## src/rtl/irq_pri_ctrl.sv

```systemverilog
// 8-line edge-captured interrupt controller: pending/overflow tracking, fixed priority (7 highest), valid/ack/EOI handshake.
// Latency: req rise -> pending after 2 clks -> irq_valid after 3; id held in PEND until irq_ack, no new id until eoi.
module irq_pri_ctrl #(
    parameter int N_IRQ = 8,
    parameter int ID_W  = $clog2(N_IRQ)
) (
    input  logic             clk,
    input  logic             rst,
    input  logic [N_IRQ-1:0] req_in,
    input  logic [N_IRQ-1:0] mask,
    input  logic             irq_ack,
    input  logic             eoi,
    input  logic             ovf_clr,
    output logic             irq_valid,
    output logic [ID_W-1:0]  irq_id,
    output logic             in_service,
    output logic [N_IRQ-1:0] pending,
    output logic [N_IRQ-1:0] ovf
);

    typedef enum logic [1:0] {IDLE, PEND, INSERV} state_t;

    state_t           state_q;
    logic [N_IRQ-1:0] req_q, req_d;
    logic [N_IRQ-1:0] pend_q, pend_d;
    logic [N_IRQ-1:0] ovf_q, ovf_d;
    logic [N_IRQ-1:0] edge_w, clr_w, act_w, ovf_set;
    logic [ID_W-1:0]  id_q, sel;
    logic             valid_q, inserv_q;

    always_ff @(posedge clk or posedge rst) begin
        if (rst) begin
            req_q <= '0;
            req_d <= '0;
        end else begin
            req_q <= req_in;
            req_d <= req_q;
        end
    end

    assign edge_w = req_q & ~req_d;
    assign act_w  = pend_q & mask;

    always_comb begin
        clr_w = '0;
        if (state_q == PEND && irq_ack) clr_w[id_q] = 1'b1;
    end

    // A fresh edge beats the ack clear, so a re-raised line stays pending.
    assign ovf_set = edge_w & pend_q & ~clr_w;
    assign pend_d  = edge_w | (pend_q & ~clr_w);
    assign ovf_d   = ovf_set | (ovf_q & ~{N_IRQ{ovf_clr}});

    always_comb begin
        sel = '0;
        for (int i = 0; i < N_IRQ; i++) begin
            if (act_w[i]) sel = ID_W'(i);
        end
    end

    always_ff @(posedge clk or posedge rst) begin
        if (rst) begin
            pend_q <= '0;
            ovf_q  <= '0;
        end else begin
            pend_q <= pend_d;
            ovf_q  <= ovf_d;
        end
    end

    always_ff @(posedge clk or posedge rst) begin
        if (rst) begin
            state_q  <= IDLE;
            id_q     <= '0;
            valid_q  <= 1'b0;
            inserv_q <= 1'b0;
        end else begin
            case (state_q)
                IDLE: begin
                    if (|act_w) begin
                        id_q    <= sel;
                        valid_q <= 1'b1;
                        state_q <= PEND;
                    end
                end
                PEND: begin
                    if (irq_ack) begin
                        valid_q  <= 1'b0;
                        inserv_q <= 1'b1;
                        state_q  <= INSERV;
                    end
                end
                INSERV: begin
                    if (eoi) begin
                        inserv_q <= 1'b0;
                        state_q  <= IDLE;
                    end
                end
                default: begin
                    valid_q  <= 1'b0;
                    inserv_q <= 1'b0;
                    state_q  <= IDLE;
                end
            endcase
        end
    end

    assign irq_valid  = valid_q;
    assign irq_id     = id_q;
    assign in_service = inserv_q;
    assign pending    = pend_q;
    assign ovf        = ovf_q;

endmodule
```

## config.mk

```make
export PLATFORM = sky130hd
export DESIGN_NAME = irq_pri_ctrl
export DESIGN_NICKNAME = d
export VERILOG_FILES = /design/src/rtl/irq_pri_ctrl.sv
export SDC_FILE = /design/constraint.sdc
export NUM_CORES = 1
export LEC_CHECK = 0
export CAP_MARGIN = 20
export CORE_MARGIN = 2
export CORE_UTILIZATION = 41
export DETAILED_ROUTE_END_ITERATION = 6
export PLACE_DENSITY = 0.85
export SLEW_MARGIN = 40
export SYNTH_ARGS = -nofsm -noshare
export SYNTH_HDL_FRONTEND = slang
export SYNTH_SLANG_ARGS = --single-unit
export TNS_END_PERCENT = 100
```

## constraint.sdc

```tcl
create_clock -name clk -period 1.3 [get_ports clk]
set_input_delay 0.26 -clock clk [delete_from_list [all_inputs] [get_ports clk]]
set_output_delay 0.26 -clock clk [all_outputs]
set_load 0.005 [all_outputs]
```

## Yosys cells after proc, flatten, opt, wreduce, memory -nomap -nowiden

Index checks and enable logic that the tools add are counted.

| operators by class | value |
|---|---|
| mux-type cells | 20 |
| bitwise operators | 13 |
| magnitude comparators | 2 |
| equality and inequality tests | 5 |
| reduce and logical (&&, ||, !) cells | 8 |

Operators with widths:

| operator | count |
|---|---|
| bitwise AND 8 bit | 6 |
| inverter 8 bit | 3 |
| two-way mux 3 bit | 6 |
| OR 8 bit | 2 |
| AND reduction 3 bit | 3 |
| two-way mux 8 bit | 1 |
| OR reduction 8 bit | 1 |
| two-way mux 1 bit | 6 |
| two-way mux 2 bit | 3 |
| inequality test 2 bit, second input constant | 3 |
| case mux 1 bit (3 select lines) | 2 |
| case mux 2 bit (3 select lines) | 1 |
| < comparator 3 x 4 -> 1 bit, second input constant | 1 |
| demux 1 bit (select 3 bit) | 1 |
| greater-or-equal comparator 3 x 1 -> 1 bit, second input constant | 1 |
| equality test 2 x 1 -> 1 bit, second input constant | 1 |
| equality test 2 bit, second input constant | 1 |
| logical AND 1 bit | 2 |
| zero test 2 bit | 1 |
| inverter 1 bit | 2 |
| AND reduction 2 bit | 1 |

| storage, ports and cells | value |
|---|---|
| word-level logic and storage cells | 56 |
| register bits | 39 |
| input port bits | 21 |
| output and inout bits | 21 |

## Depth between registers and ports, before layout

Gate-level depths: netlist (run 1).

| logic depth | value |
|---|---|
| depth in word-level cells | 8 |
| mapped depth | 4 |
| mapped depth without buffers | 4 |

## Worst setup path after synthesis (run 1)

OpenSTA, ideal clock, no wires.

| path | value |
|---|---|
| path kind | register -> register |
| start | reg pend_q[3] (netlist: pending[3]) |
| end | reg id_q[0] (netlist: irq_id[0]) |
| slack | -0.036 ns |
| setup time | 0.125 ns |
| buffers on the path | 0 |
| clock period less this slack | 1.336 ns |
| cell stages (with the launch flop) | 5 |
| required time | 1.175 ns |
| arrival | 1.212 ns |
| path through | dfrtp_1 > a22oi_1 > nand2_1 > o21ai_2 > mux2_2 |

| on the way | value |
|---|---|
| word-level cells in the longest chain between the ends | 6 |
| elaborated cells between the ends (all ways) | 8 |
| classes of those cells | mux (5); bitwise (1); reduce/logical (2) |

Ends and longest elaborated chain:

| what | RTL line | text |
|---|---|---|
| from (decl) | 25 | `logic [N_IRQ-1:0] pend_q, pend_d;` |
| from (signal assigned) | 66 | `pend_q <= pend_d;` |
| bitwise AND 8 bit (*) | 42 | `assign act_w = pend_q & mask;` |
| two-way mux 3 bit (5 in a row) | 57 | `if (act_w[i]) sel = ID_W'(i);` |
| to (signal assigned) | 81 | `id_q <= sel;` |
| to (decl) | 28 | `logic [ID_W-1:0] id_q, sel;` |

Every way passes the cells marked *; elsewhere a longest branch is shown, timed or not.
A chain may end at the register's enable or synchronous reset.

## Worst setup path in the final report (run 1)

| path | value |
|---|---|
| start | reg pend_q[4] (netlist: pending[4]) |
| end | reg id_q[0] (netlist: irq_id[0]) |

| on the way | value |
|---|---|
| word-level cells in the longest chain between the ends | 5 |
| elaborated cells between the ends (all ways) | 7 |
| classes of those cells | mux (4); bitwise (1); reduce/logical (2) |

Ends and longest elaborated chain:

| what | RTL line |
|---|---|
| bitwise AND 8 bit (*) | 42 |
| two-way mux 3 bit (4 in a row) | 57 |

Marks and branches as above.

==> results of run 1 <==
==> sequential cells by signal, indices dropped and copies added (netlist names) <==
name,flops
in_service,1
irq_id,3
state_q,2
ovf,8
pending,8
irq_valid,1
req_q,8
req_d,8
==> kinds of logic (layout without fill, tap and decap cells) <==
kind of cell / count (synthesis) / after routing
AOI/OAI and AO/OA: 24 / 24
muxes: 2 / 2
and+or+nand+nor: 45 / 45
DFF: 39 / 39
buffers and inverters: 10 / 93
==> area by class of cell <==
class	count	area [sq um]	area share (%)
clock inverter	2	35.03	1.511
inverter	9	33.78	1.457
clock buffer	6	51.30	2.213
multi-input combinational	71	480.5	20.72
timing repair buffer	76	683.2	29.47
sequential	39	977.2	42.15
tap	46	57.56	2.482
==> repair_timing <==
item                                    in CTS  in global routing
resized for setup                           43                 32
buffers inserted                            12                  7
pin swaps                                    2                  6
endpoints found under the setup margin      32                 32
==> worst max-delay path by stage <==
| stage | start | endpoint | slack (ns) | cells after the start |
|---|---|---|---|---|
| 2_1_floorplan | pending[3]$_DFF_PP0_ | irq_id[0]$_DFFE_PP0P_ | -0.01 | 4 |
| 3_3_place_gp | mask[3] | irq_id[0]$_DFFE_PP0P_ | -0.35 | 5 |
| 3_5_place_dp | mask[3] | irq_id[0]$_DFFE_PP0P_ | -0.43 | 5 |
| 4_1_cts | pending[3]$_DFF_PP0_ | irq_id[0]$_DFFE_PP0P_ | -0.18 | 5 |
| 5_1_grt | pending[6]$_DFF_PP0_ | irq_id[0]$_DFFE_PP0P_ | -0.26 | 5 |
| 6_report | pending[4]$_DFF_PP0_ | irq_id[0]$_DFFE_PP0P_ | -0.19 | 5 |
==> power by group through the flow <==
stage                     Clock, mW  Combinational, mW  Sequential (mW)
after floorplan                   0              0.482             1.70
after global placement            0               1.30             1.66
after detailed placement          0               1.35             1.68
after CTS                     0.845               1.47             1.62
after global routing          0.919               1.88             1.66
final                         0.830               1.74             1.63
==> per-stage QoR <==
| step | utilization, % | instance area [sq um] |
|---|---|---|
| final | 69.48 | 2318 |
| after global routing | 69.48 | 2318 |
| after CTS | 65.54 | 2187 |
| after detailed placement | 60.89 | 2032 |
| after global placement | 60.89 | 2032 |
| after floorplan | - | 1420 |
==> cells in the final DEF, fill, tap and decap left out, types with 7 or more instances in the layout <==
| cell | n |
|---|---|
| buf_4 | 28 |
| buf_6 | 9 |
| clkdlybuf4s15_1 | 7 |
| clkdlybuf4s50_1 | 20 |
| dfrtp_1 | 38 |
| dlygate4sd2_1 | 7 |
| inv_1 | 9 |
| nand2_1 | 21 |
| nand2b_1 | 10 |
| o22ai_1 | 7 |
==> critical path, cell delays in order, from the launching register on <==
cell and delay, ns:
dfrtp_1 0.40, buf_4 0.14, nand2_2 0.07, nand4_1 0.20, o21ai_4 0.26, mux2_4 0.32
==> layer usage <==
layer	track usage (%)	vias to the layer above	part of all wire, %
met5	0	-	0
met4	7.778	0	1.0
met3	5.405	5	5.9
met2	30.91	39	53
met1	24.28	610	40
li1	-	569	-
==> metrics.md, run 1 <==
| Metric | Value |
|---|---|
| Cells on worst reg2reg path | 5 |
| Int Pwr | 2.895 mW |
| Final worst path period need | 1.492 ns |
| Final setup violation count | 9 |
| CTS tree | done |
| Top cells by count, synth | dfrtp_1 (39), nand2_1 (25), nand2b_1 (10) |
| Pin count of the biggest net entering global routing | 40 |
| Total die area | 3951 sq um |
| DRT Pass-1 Iters | 4 |
| Syn Inst Count | 120 |
| Via/cell ratio | 4.912 |
| I/O Buffers | 41 |
| Placer Congestion | 0.8250 |
| Final antenna-violating net count | 0 |
| Reg-to-reg setup timing slack | -0.19 ns |
| Reg power frac | 38.7% |
| Compound-Gate Fraction of Synth Area | 11.81% |
| Width of the chip | 62.86 microns |
| Fill count | 235 |
| Share of the synthesized area in the top cell type | 68.72% |
| Clk_lat worst skew | 0.33 ns |
| Main area contributors after synthesis | dfrtp_1 (69%), nand2_1 (6.6%), nand2b_1 (4.4%) |
| Vias in the first global route | 1246 |
| Slew @ Worst Pin | 0.4451 ns |
| Max-cap viol count | 0 |
| Main combinational cell family by area after synthesis | simple AND/OR/NAND/NOR gates |
| Overflow after GRT | 0 |
| Htree depth | 2 |
| Post-synthesis xor/xnor area fraction | 0% |
| Antenna violations before repair | 0 |
| Diodes inserted | 0 |
| DRC | 0 |
| Slew Limit Fails | 0 |
| DP Wirelength | 2360 microns |
| Seq/Total Area, Yosys | 68.72% |
| Initial core utilization | 42.56% |
| Inst Count DP | 224 |
| Post-synth EDFFs | 0 |
| Worst R2R End | irq_id[0]$_DFFE_PP0P_ |
| CP arrival | 1.72 ns |
| Max Buffers Root-to-Sink | 2 |
| VDD IR max | 1014 uV |
| CP Max Fanout | 3 |
| Power Total | 4.201 mW |
| Worst min path class | in2async |
| 1st-iter DRT viols | 58 |
| Final count of hold timing violations | 0 |
| Cell area after synthesis | 1420 sq um |
| Num rows | 21 |
| Most frequent cell after synthesis | dfrtp_1 |
| Clk slew on worst S/H paths | 0.11 ns |
| Clock power frac | 19.8% |
| PD cells | 1812 nW/um^2 |
| CTS buffer count | 5 |
| Dominant cell type by area after synthesis | dfrtp_1 |
| Layout cell share with drive strength beyond 1 | 33.99% |
| Mux share of post-synthesis cell area | 1.586% |
| Distinct cells, synth | 22 |
| RR Startpoint | pending[4]$_DFF_PP0_ |
| Die height | 62.86 microns |
| Slew headroom | 70.23% |
| Static leakage | 1.049 nW |
| CP Data Required Time | 1.53 ns |
| Worst setup EP type | register |
| Comb power frac | 41.5% |
| Post-synthesis register bit count | 39 |
| Failing checks | negative setup slack |
| Achievable Freq | 670.5 MHz |
| Critical path type | reg2reg |
| Simple-gate portion of the synthesized area | 15.24% |
| Setup ws final | -0.1915 ns |
| Setup TNS | -0.6303 ns |
| Place WS | -0.4303 ns |
| Ports | 42 |
| Post-Route WL | 3709 microns |
| Synth Area per Inst | 11.83 sq um |
| Net Count, Synth | 141 |
| Adder-Cell Fraction of Synth Area | 0% |
| Synth async-reset ratio | 100.0% |
| Hold_ws | 0.2573 ns |
| Via count | 1223 |
| DR WL/cell | 14.90 microns |
| Layout area overhead | 63.26% |
| Switching share of total power | 31.09% |
| Final cell count without fillers | 249 |
| CTS Sinks | 39 |
| Synth Flop Type | dfrtp_1 |
| First-pass GRT wire length | 5761 microns |
| Nets | 223 |
| Sw Pwr | 1.306 mW |
| Clock skew | 0.006878 ns |
| RSZ-0062 raised after global routing | true |
| Core area | 3337 sq um |
| Yosys warning total | 0 |
| Root buffer cell | clkbuf_4 |
| Startpoint types | register |
| Hold_buf cts | 0 |
| Period utilization | 114.7% |
| Status | complete, but fails checks |
| GRT Total Usage | 19.12% |
Power figures use the tool's default switching activity.
==> inputs of run 2 (changes only) <==
--- a/config.mk
+++ b/config.mk
@@ -10,6 +10,7 @@
 export CORE_UTILIZATION = 41
 export DETAILED_ROUTE_END_ITERATION = 6
 export PLACE_DENSITY = 0.85
+export REMOVE_ABC_BUFFERS = 1
 export SLEW_MARGIN = 40
 export SYNTH_ARGS = -nofsm -noshare
 export SYNTH_HDL_FRONTEND = slang
==> metrics.md, run 2 (synthesized netlist as in run 1, its figures left out) <==
| Metric | Value |
|---|---|
| Failing checks | negative setup slack (unchanged) |
| Layout cell share with drive strength beyond 1 | 40.09% (was 33.99%) |
| Root buffer cell | clkbuf_4 (unchanged) |
| Core area | 3337 sq um (unchanged) |
| RSZ-0062 raised after global routing | true (unchanged) |
| Total die area | 3951 sq um (unchanged) |
| Ports | 42 (unchanged) |
| Clock skew | 0.004843 ns (was 0.006878 ns) |
| Static leakage | 1.132 nW (was 1.049 nW) |
| Htree depth | 2 (unchanged) |
| CTS buffer count | 5 (unchanged) |
| DP Wirelength | 2467 microns (was 2360 microns) |
| I/O Buffers | 41 (unchanged) |
| Final count of hold timing violations | 0 (unchanged) |
| CTS Sinks | 39 (unchanged) |
| Via/cell ratio | 5.274 (was 4.912) |
| CP Max Fanout | 3 (unchanged) |
| Commonest non-fill, non-tap cell in the layout | dfrtp_1 (unchanged) |
| Slew headroom | 72.91% (was 70.23%) |
| Int Pwr | 2.989 mW (was 2.895 mW) |
| Comb power frac | 50.4% (was 41.5%) |
| Top sig layer | met4 (unchanged) |
| GRT Total Usage | 21.45% (was 19.12%) |
| PD cells | 1845 nW/um^2 (was 1812 nW/um^2) |
| Layout area overhead | 75.07% (was 63.26%) |
| Final setup violation count | 12 (was 9) |
| Achievable Freq | 681.5 MHz (was 670.5 MHz) |
| Diodes inserted | 0 (unchanged) |
| Period utilization | 112.9% (was 114.7%) |
| Antenna violations before repair | 0 (unchanged) |
| Critical path type | reg2reg (unchanged) |
| Overflow after GRT | 0 (unchanged) |
| Metal3 WL | 390 microns (was 217 microns) |
| CP arrival | 1.71 ns (was 1.72 ns) |
| Sw Pwr | 1.597 mW (was 1.306 mW) |
| Max Buffers Root-to-Sink | 2 (unchanged) |
| Via count | 1387 (was 1223) |
| Reg power frac | 36.3% (was 38.7%) |
| Slew @ Worst Pin | 0.4050 ns (was 0.4451 ns) |
| Final antenna-violating net count | 0 (unchanged) |
| Worst min path class | in2async (unchanged) |
| Num rows | 21 (unchanged) |
| Width of the chip | 62.86 microns (unchanged) |
| Switching share of total power | 34.83% (was 31.09%) |
| Clock power frac | 13.3% (was 19.8%) |
| Startpoint types | register (unchanged) |
| VDD IR max | 891.4 uV (was 1014 uV) |
| Worst setup EP type | register (unchanged) |
| Initial core utilization | 42.56% (unchanged) |
| Setup TNS | -0.9584 ns (was -0.6303 ns) |
| Power Total | 4.586 mW (was 4.201 mW) |
| DR WL met2 | 2414 microns (was 1958 microns) |
| Max-cap viol count | 0 (unchanged) |
| Status | complete, but fails checks (unchanged) |
| DRC | 0 (unchanged) |
| Setup ws final | -0.1674 ns (was -0.1915 ns) |
| Most frequent cells in the layout | dfrtp_1 (37), buf_4 (35), nand2_1 (21) (was dfrtp_1 (38), buf_4 (28), nand2_1 (21)) |
| CP Data Required Time | 1.54 ns (was 1.53 ns) |
| Post-Route WL | 4685 microns (was 3709 microns) |
| Placer Congestion | 0.8906 (was 0.8250) |
| DR WL/cell | 17.81 microns (was 14.90 microns) |
| Clk slew on worst S/H paths | 0.12 ns (was 0.11 ns) |
| Final worst path period need | 1.467 ns (was 1.492 ns) |
| Slew Limit Fails | 0 (unchanged) |
| DRT Pass-1 Iters | 4 (unchanged) |
| First-pass GRT wire length | 6423 microns (was 5761 microns) |
| Hold_buf cts | 0 (unchanged) |
| Nets | 237 (was 223) |
| Die height | 62.86 microns (unchanged) |
| Vias in the first global route | 1389 (was 1246) |
| CTS tree | done (unchanged) |
| 1st-iter DRT viols | 59 (was 58) |
| Pin count of the biggest net entering global routing | 40 (unchanged) |
| Clk_lat worst skew | 0.35 ns (was 0.33 ns) |
| Routed length on met1 | 1681 microns (was 1495 microns) |
## run 2: cell count changes in the layout (fill, tap and decap cells not counted), sizes merged
| cell | before | now |
|---|---|---|
| clkdlybuf4s15 | 7 | 9 |
| dlygate4sd2 | 7 | 3 |
| buf | 40 | 56 |
| clkinvlp | 0 | 1 |
| bufinv | 1 | 0 |
## run 2: power groups by stage
stage | Clock, mW | Combinational, mW | Sequential (mW)
3_5_place_dp | 0 | 1.34 | 1.69
2_1_floorplan | 0 | 0.479 | 1.70
6_report | 0.609 | 2.31 | 1.67
4_1_cts | 0.609 | 1.69 | 1.62
5_1_grt | 0.673 | 2.43 | 1.69
3_3_place_gp | 0 | 1.29 | 1.67
## run 2: per-stage QoR
stage / utilization, % / hold WS (ns) / std cells / setup WS, ns / cell area (sq um)
2_1_floorplan: - / 0.2914 / 119 / -0.03626 / 1416
3_3_place_gp: 60.22 / 0.3594 / 221 / -0.3668 / 2009
3_5_place_dp: 60.22 / 0.3676 / 221 / -0.4384 / 2009
4_1_cts: 68.02 / 0.2607 / 252 / -0.1033 / 2270
5_1_grt: 74.50 / 0.2663 / 263 / -0.2224 / 2486
6_report: 74.50 / 0.2510 / 263 / -0.1674 / 2486
## run 2: path summary, 6_finish.rpt
check,endpoint,slack [ns],startpoint,cells after the start
setup / recovery,irq_id[1]$_DFFE_PP0P_,-0.17,pending[2]$_DFF_PP0_,5
hold / removal,pending[5]$_DFF_PP0_,0.25,rst,3
setup reg to reg,irq_id[1]$_DFFE_PP0P_,-0.17,pending[2]$_DFF_PP0_,5
hold reg to reg,req_d[0]$_DFF_PP0_,0.40,req_q[0]$_DFF_PP0_,0
max in group asynchronous,irq_id[1]$_DFFE_PP0P_,0.84,rst,3
min in group clk,req_q[1]$_DFF_PP0_,0.33,req_in[1],1
## run 2: final cells by class
class	count	area (sq um)
Clock inverter	2	12.51
Inverter	9	33.78
Tap cell	46	57.56
Multi-Input combinational cell	71	528.0
Fill cell	212	850.8
Clock buffer	6	41.29
Timing Repair Buffer	90	834.6
Sequential cell	39	978.4
## run 2: worst max-delay path: stages (launching register included)
cell	delay (ns)
dfrtp_1	0.42
buf_6	0.13
a22oi_2	0.17
nand2_2	0.12
o21ai_4	0.20
mux2_4	0.32
## run 2: repair_timing
| action | in CTS | in global routing |
|---|---|---|
| pin swaps | 4 | 12 |
| endpoints found under the setup margin | 28 | 38 |
| gates cloned | 0 | 0 |
| buffers inserted | 25 | 11 |
| gates resized for setup | 59 | 40 |
## run 2: metal layers
layer | up-vias | track usage [%]
li1 | 597 | -
met1 | 677 | 23.91
met2 | 89 | 36.69
met3 | 24 | 6.847
met4 | 0 | 11.11
met5 | - | 0
